**config.mk**
```make
export PLATFORM = sky130hd
export DESIGN_NAME = ysyx_22050612_seq_ctrl
export DESIGN_NICKNAME = d
export VERILOG_FILES = /design/src/rtl/ysyx_22050612_seq_ctrl.sv
export SDC_FILE = /design/constraint.sdc
export NUM_CORES = 1
export LEC_CHECK = 0
export CORE_MARGIN = 2
export CORE_UTILIZATION = 45
export CTS_BUF_LIST = sky130_fd_sc_hd__clkbuf_2
export DETAILED_ROUTE_END_ITERATION = 7
export PLACE_DENSITY_LB_ADDON = 0.12
export SLEW_MARGIN = 20
export SYNTH_ARGS = -nofsm -noshare
export SYNTH_HDL_FRONTEND = slang
export SYNTH_SLANG_ARGS = --single-unit
```
**constraint.sdc**
```tcl
create_clock -name clk -period 2.6 [get_ports clk]
set_input_delay 0.39 -clock clk [delete_from_list [all_inputs] [get_ports clk]]
set_output_delay 0.39 -clock clk [all_outputs]
set_load 0.005 [all_outputs]
```
**src/rtl/ysyx_22050612_seq_ctrl.sv**
```systemverilog
// Multi-cycle instruction sequencer: fetch handshake, instruction hold, one-cycle
// writeback gate, PC ownership, retired-instruction count and halt detection.
module ysyx_22050612_seq_ctrl #(
    parameter logic [63:0] RESET_PC = 64'h0000_0000_8000_0000
) (
    input  logic        clk,
    input  logic        rst_n,
    output logic        imem_req,
    output logic [63:0] imem_addr,
    input  logic        imem_ready,
    input  logic        imem_rvalid,
    input  logic [31:0] imem_rdata,
    output logic [31:0] inst,
    output logic        inst_valid,
    input  logic        ex_done,
    input  logic [63:0] next_pc,
    input  logic        is_ebreak,
    output logic        wb_en,
    output logic [63:0] pc,
    output logic [63:0] instret,
    output logic        halted,
    output logic        bad_pc
);

    localparam logic [2:0] S_RST   = 3'd0;
    localparam logic [2:0] S_FETCH = 3'd1;
    localparam logic [2:0] S_WAIT  = 3'd2;
    localparam logic [2:0] S_EXEC  = 3'd3;
    localparam logic [2:0] S_WB    = 3'd4;
    localparam logic [2:0] S_HALT  = 3'd5;

    logic [2:0]  state_q,   state_d;
    logic [63:0] pc_q,      pc_d;
    logic [63:0] pend_pc_q, pend_pc_d;
    logic [31:0] inst_q,    inst_d;
    logic [63:0] instret_q, instret_d;
    logic        bad_pc_q,  bad_pc_d;

    // NOTE: every always_comb output gets a default first so no path leaves it
    // unassigned; otherwise synthesis infers a latch to hold the old value.
    always_comb begin
        state_d   = state_q;
        pc_d      = pc_q;
        pend_pc_d = pend_pc_q;
        inst_d    = inst_q;
        instret_d = instret_q;
        bad_pc_d  = bad_pc_q;
        case (state_q)
            S_RST:   state_d = S_FETCH;
            S_FETCH: if (imem_ready) state_d = S_WAIT;
            S_WAIT: begin
                if (imem_rvalid) begin
                    inst_d  = imem_rdata;
                    state_d = S_EXEC;
                end
            end
            S_EXEC: begin
                // ebreak retires without writeback and wins over the alignment check
                if (ex_done) begin
                    if (is_ebreak) begin
                        instret_d = instret_q + 64'd1;
                        state_d   = S_HALT;
                    end else if (next_pc[1:0] != 2'b00) begin
                        bad_pc_d = 1'b1;
                        state_d  = S_HALT;
                    end else begin
                        pend_pc_d = next_pc;
                        state_d   = S_WB;
                    end
                end
            end
            S_WB: begin
                pc_d      = pend_pc_q;
                instret_d = instret_q + 64'd1;
                state_d   = S_FETCH;
            end
            S_HALT:  state_d = S_HALT;
            default: state_d = S_RST;
        endcase
    end

    // NOTE: sequential state uses non-blocking assignments so every flop samples
    // the pre-edge values, independent of statement order.
    always_ff @(posedge clk or negedge rst_n) begin
        if (!rst_n) begin
            state_q   <= S_RST;
            pc_q      <= RESET_PC;
            pend_pc_q <= RESET_PC;
            inst_q    <= 32'd0;
            instret_q <= 64'd0;
            bad_pc_q  <= 1'b0;
        end else begin
            state_q   <= state_d;
            pc_q      <= pc_d;
            pend_pc_q <= pend_pc_d;
            inst_q    <= inst_d;
            instret_q <= instret_d;
            bad_pc_q  <= bad_pc_d;
        end
    end

    // Moore outputs decoded from the registered state only
    assign imem_req   = (state_q == S_FETCH);
    assign imem_addr  = imem_req ? pc_q : 64'd0;
    assign inst_valid = (state_q == S_EXEC);
    assign wb_en      = (state_q == S_WB);
    assign halted     = (state_q == S_HALT);
    assign bad_pc     = bad_pc_q;
    assign inst       = inst_q;
    assign pc         = pc_q;
    assign instret    = instret_q;

endmodule

```
==> results.cfg, run 1 <==
[logic_synthesis]
ys.flop_type = dfrtp_1
synth_cell_types = 42
synth_nets = 834
ys_seq_elements = 228
synth_area_leaders = dfrtp_1 58%, mux2_2 18%, and2_1 4.4%
synthArstFlopShare_pct = 100
yosysSeqAreaShare_pct = 58.4
synth_common_cells = 226 x dfrtp_1, 159 x mux2_2, 69 x and2_1, 40 x xor2_1, 33 x nor2_1
avgSynthCellArea_um2 = 13.4
yosysMostFrequentCell = dfrtp_1
syn_area_um2 = 9780
synth_area_leader_cell = dfrtp_1
synth_top_area_share_pct = 57.9
syn_inst = 731
synth_edf_count = 0
synth_warnings = 0

[sta]
worstMarginPinSlew_ns = 0.683
hold_viol_final = 0
max_slew_margin_pct = 54.5
timing.final.ws_setup_ns = -0.0000897
fmax_mhz = 385
skew_ns = 0.0349
setup_viol = 1
slew_viol_final = 0
tns_ns = -0.0000897
period_needed_ns = 2.60
rsz0062_at_grt = yes
fin_crit_sh_pct = 100

[global_route]
grt_first_pass_wirelength_um = 38700
first_global_vias = 7291
antenna_found_initial = 1
grt.total_usage_pct = 21.7
grt_max_degree = 79
grt_remaining_overflow = 0

[worst_setup_path]
end_kind = output pin
path_max_fanout = 16
critPathLaunchType = flop
path_class = flop to output pin
arrival_ns = 2.21
crit_required_ns = 2.21

[clock_network]
numCtsBuffers = 59
root_buffer = clkbuf_2
clock_sinks = 228
tritoncts = done
clk_latency_ns = 0.80
htree_num_levels = 2
clockBufferDepth = 3
clkSlewWorstSetupHoldPaths_ns = 0.09

[power_and_ir_drop]
p_int_mw = 8.70
switchingPower_mw = 3.60
p_leak_nw = 6.78
switching_share_pct = 29.3
p_per_area_nw_per_um2 = 870
p_seq_share_pct = 44.6
combPwrFrac_pct = 36.3
power_frac_clock_pct = 19.1
ir_drop_mv = 0.526

[drt]
detail-route-antenna-nets = 0
first_pass_iters = 4
num_vias = 7119
routed_via_density = 4.97
drt_iter0_drc = 173
drc = 0
wl_per_cell_um = 17.7
totalWireLength_um = 25400

[placement]
postPlaceCellArea_um2 = 13500
hpwl_um = 17400
port_buffers = 330
dpl_worst_slack_ns = 0.342
routabilityCongestion = 0.830

[layout]
drive_gt1_share_pct = 30.4
area_growth_pct = 44.6
final_util_pct = 66.8
fill_cells = 1682
finalInstanceArea_um2 = 14100
nets = 1223

[die]
fp.dieW_um = 151
die-area_um2 = 22900
core_um2 = 21200
rows = 53
die_h_um = 151
pin_count = 331
initial_core_util_pct = 46.2

[status]
status = complete, but fails checks
violations = setup timing

[job]
maxCapViolCount = 0

[worst_hold_path]
min_path_type = input pin to async pin
sequential cells by signal, indices dropped and copies added, names as in the netlist:
| name | cells |
|---|---|
| bad_pc | 1 |
| inst | 32 |
| pc | 64 |
| pend_pc_q | 64 |
| state_q | 3 |
| instret | 64 |
per-stage QoR:
stage / cells / hold WS (ns) / power (mW)
after floorplan: 731 / 0.0944 / 7.11
after global placement: 1323 / 0.418 / 9.78
after detailed placement: 1323 / 0.415 / 9.93
after CTS: 1426 / 0.0707 / 12.4
after global routing: 1433 / 0.0715 / 13.1
final: 1433 / 0.157 / 12.3
worst max-delay path: stages (launching register included):
cell and delay, ns:
dfrtp_2 0.42, nand2b_4 0.15, nor2_4 0.16, buf_4 0.16
clkbuf_16 0.17, and2_1 0.13, clkdlybuf4s15_1 0.20
power groups by stage:
stage | clock network, mW | registers, mW | logic, mW
floorplan | 0 | 5.40 | 1.71
global route | 2.64 | 5.65 | 4.81
finish | 2.35 | 5.49 | 4.46
detailed placement | 0 | 5.62 | 4.31
global placement | 0 | 5.57 | 4.21
CTS | 2.46 | 5.53 | 4.44
kinds of logic after synthesis:
logic type	count (synthesis)	synth area share (%)
and+or+nand+nor	232	14.8
DFF	228	58.4
muxes	160	18.4
xor gates and xnor gates	63	5.64
buffers and inverters	40	1.89
AOI/OAI and AO/OA	7	0.755
adders and majority gates	1	0.128
final cells by class:
type	instances	area (µm²)	share of cell area, %
clock buffers	88	440	3.12
multi-input cells	463	3930	27.8
inverters	12	45.0	0.319
repair buffers	356	3600	25.5
flip-flops and latches	228	5710	40.4
clock inverters	9	60.1	0.425
diodes	2	5.00	0.0354
well taps	275	344	2.43
final timing paths:
check / start / end / slack, ns / depth (start not counted)
setup / recovery: state_q[2] / imem_addr[22] / -0.00009 / 6
setup reg to reg: state_q[0] / instret[57] / 0.44 / 8
hold / removal: rst_n / pc[51] / 0.16 / 2
max in group asynchronous: rst_n / pc[7] / 1.63 / 3
hold reg to reg: instret[63] / instret[63] / 0.47 / 1
min in group clk: next_pc[58] / pend_pc_q[58] / 0.18 / 2
layout by cell type (no fill, tap or decap), types with 23 or more instances in the layout:
cell	count
and2_1	67
xor2_1	40
clkdlybuf4s50_1	261
nand2_1	27
clkdlybuf4s15_2	23
xnor2_1	23
nor2_1	32
clkbuf_2	97
mux2_2	159
nand3_1	25
dfrtp_1	223
per-layer routing:
metal / global-route usage [%] / up-vias / routed length (µm)
met5: 0 / - / 0
met4: 6.96 / 0 / 466
met3: 5.69 / 35 / 1800
met2: 37.2 / 254 / 12800
met1: 26.9 / 3495 / 10300
li1: - / 3335 / -
timing repair:
item                       in CTS  in global routing
gates resized for setup       141                 33
hold buffers                    1                  0
pin swaps                       2                  1
setup buffers                   4                  5
cloned                          1                  1
setup endpoints to repair      68                 66
hold endpoints to repair      135                  0
No activity file was read; power rests on OpenSTA's default activity.
==> run 2: changes to the inputs <==
==> constraint.sdc (replaced) <==
create_clock -name clk -period 3 [get_ports clk]
set_input_delay 0.45 -clock clk [delete_from_list [all_inputs] [get_ports clk]]
set_output_delay 0.45 -clock clk [all_outputs]
set_load 0.005 [all_outputs]
==> run 2 against run 1 <==
  * The flow now finishes without violations
  * Design area is 1.9% higher
  * Largest power group unchanged
  * Register-to-register slack improved by 0.29 ns
  * Critical endpoint is now imem_addr[25]
  * Via count shrank 0.20%
  * Non-clock buffer count rose by 4
  * Clock skew grew 0.021 ns
  * Utilization increased by 1.3 points
  * Sequential power fell by 13%
  * Cell count up 0.70%
==> results.cfg, run 2 (synthesis results as in run 1) <==
[status]
status = complete, no violations

[worst_setup_path]
end_kind = output pin
r2r_setup_slack_ns = 0.73
critPathLaunchType = flop
crit_path_end = imem_addr[25]
crit_required_ns = 2.55
critical_path.startpoint = state_q[1]
slowest_stage = dfrtp_2
r2r-end = instret[41]
cpMostUsedCell = buf_4
path_max_fanout = 12
arrival_ns = 2.36
max_stage_delay_ns = 0.52
reg2reg_from = state_q[0]
path_class = flop to output pin
path_cells = nor2_4, buf_12, clkbuf_16, buf_4, buf_4, and2_1, clkdlybuf4s15_1
r2r_cells = 6

[sta]
period_needed_ns = 2.81
worstMarginPinSlew_ns = 0.711
hold_viol_final = 0
setup_viol = 0
fin_crit_sh_pct = 93.7
slew_viol_final = 0
whs_ns = 0.246
timing.final.ws_setup_ns = 0.188
tns_ns = 0
max_slew_margin_pct = 52.6
rsz0062_at_grt = no
skew_ns = 0.0560
fmax_mhz = 356

[layout]
final_cell_mix = 264 x clkdlybuf4s50_1, 223 x dfrtp_1, 159 x mux2_2
fill_cells = 1605
finalInstanceArea_um2 = 14400
final_util_pct = 68.1
nets = 1226
mostFrequentLayoutCell = clkdlybuf4s50_1
regArea_um2 = 5710
multi_input_area_um2 = 3920
drive_gt1_share_pct = 27.4
area_growth_pct = 47.3

[worst_hold_path]
min_path_type = input pin to async pin

[drt]
routed_via_density = 4.92
drt_iter0_drc = 233
totalWireLength_um = 25700
detail-route-antenna-nets = 0
first_pass_iters = 6
wl_per_cell_um = 17.8
num_vias = 7105
drc = 0

[clock_network]
root_buffer = clkbuf_2
numCtsBuffers = 58
clkSlewWorstSetupHoldPaths_ns = 0.11
clk_latency_ns = 0.81
tritoncts = done
clock_sinks = 228
clockBufferDepth = 3
htree_num_levels = 2

[die]
die-area_um2 = 22900
initial_core_util_pct = 46.2
fp.dieW_um = 151
die_h_um = 151
rows = 53
pin_count = 331
core_um2 = 21200

[global_route]
grt.total_usage_pct = 21.7
grt_remaining_overflow = 0
antenna_found_initial = 2
grt_first_pass_wirelength_um = 38400
grt_max_degree = 94
first_global_vias = 7033

[placement]
port_buffers = 330
dpl_worst_slack_ns = 0.500
postPlaceCellArea_um2 = 13400
routabilityCongestion = 0.839
hpwl_um = 17100

[job]
maxCapViolCount = 0

[power_and_ir_drop]
p_leak_nw = 7.67
ir_drop_mv = 0.458
p_per_area_nw_per_um2 = 766
## run 2: worst min-delay path by stage
| stage | to | slack [ns] | depth (start not counted) |
|---|---|---|---|
| 2_1_floorplan | bad_pc | 0.15 | 0 |
| 3_5_place_dp | bad_pc | 0.46 | 2 |
| 5_1_grt | inst[11] | 0.14 | 2 |
| 3_3_place_gp | instret[63] | 0.46 | 1 |
| 6_report | pc[48] | 0.25 | 2 |
| 4_1_cts | inst[11] | 0.16 | 2 |
## run 2: cell type report
type	count	share of cell area, %
clock inverter	12	0.504
timing repair buffer	360	26.7
sequential	228	39.7
clock buffer	91	3.16
tap	275	2.39
antenna	2	0.0348
inverter	12	0.313
multi-input combinational	463	27.2
## run 2: power by group
part	internal (mW)	total, mW	leakage [nW]	switching (mW)
Sequential	4.09	4.79	2.96	0.693
Clock	0.878	2.08	0.412	1.20
Combinational	2.83	4.16	4.29	1.33
## run 2: timing repair
item / in CTS / in global routing
setup endpoints to repair: 66 / 63
hold buffers: 1 / 0
setup buffers: 5 / 8
pin swaps: 1 / 1
hold endpoints to repair: 88 / 0
gates cloned: 3 / 2
resized for setup: 9 / 64
## run 2: metal layers
metal / up-vias / track usage (%) / wire [µm]
met5: - / 0 / 0
li1: 3360 / - / -
met1: 3470 / 27.7 / 10600
met4: 0 / 6.07 / 374
met2: 242 / 36.5 / 12800
met3: 33 / 5.78 / 1890
## run 2: critical path: cells and delay by family, from the launching register on
family | cells | cell delay, ns
buffers and inverters | 5 | 0.78
DFF | 1 | 0.52
and+or+nand+nor | 2 | 0.27
## run 2: stage by stage
step	cells	power, mW
after floorplan	731	6.16
after global placement	1319	8.47
after detailed placement	1319	8.58
after CTS	1431	11.0
after global routing	1443	11.7
final	1443	11.0
==> run 3: changes to the inputs <==
--- a/config.mk
+++ b/config.mk
@@ -8,6 +8,7 @@
 export CORE_MARGIN = 2
 export CORE_UTILIZATION = 45
 export CTS_BUF_LIST = sky130_fd_sc_hd__clkbuf_2
+export CTS_CLUSTER_DIAMETER = 50
 export DETAILED_ROUTE_END_ITERATION = 7
 export PLACE_DENSITY_LB_ADDON = 0.12
 export SLEW_MARGIN = 20
==> results of run 3 <==
The final DEF is identical to that of run 2; final timing and power are the same.
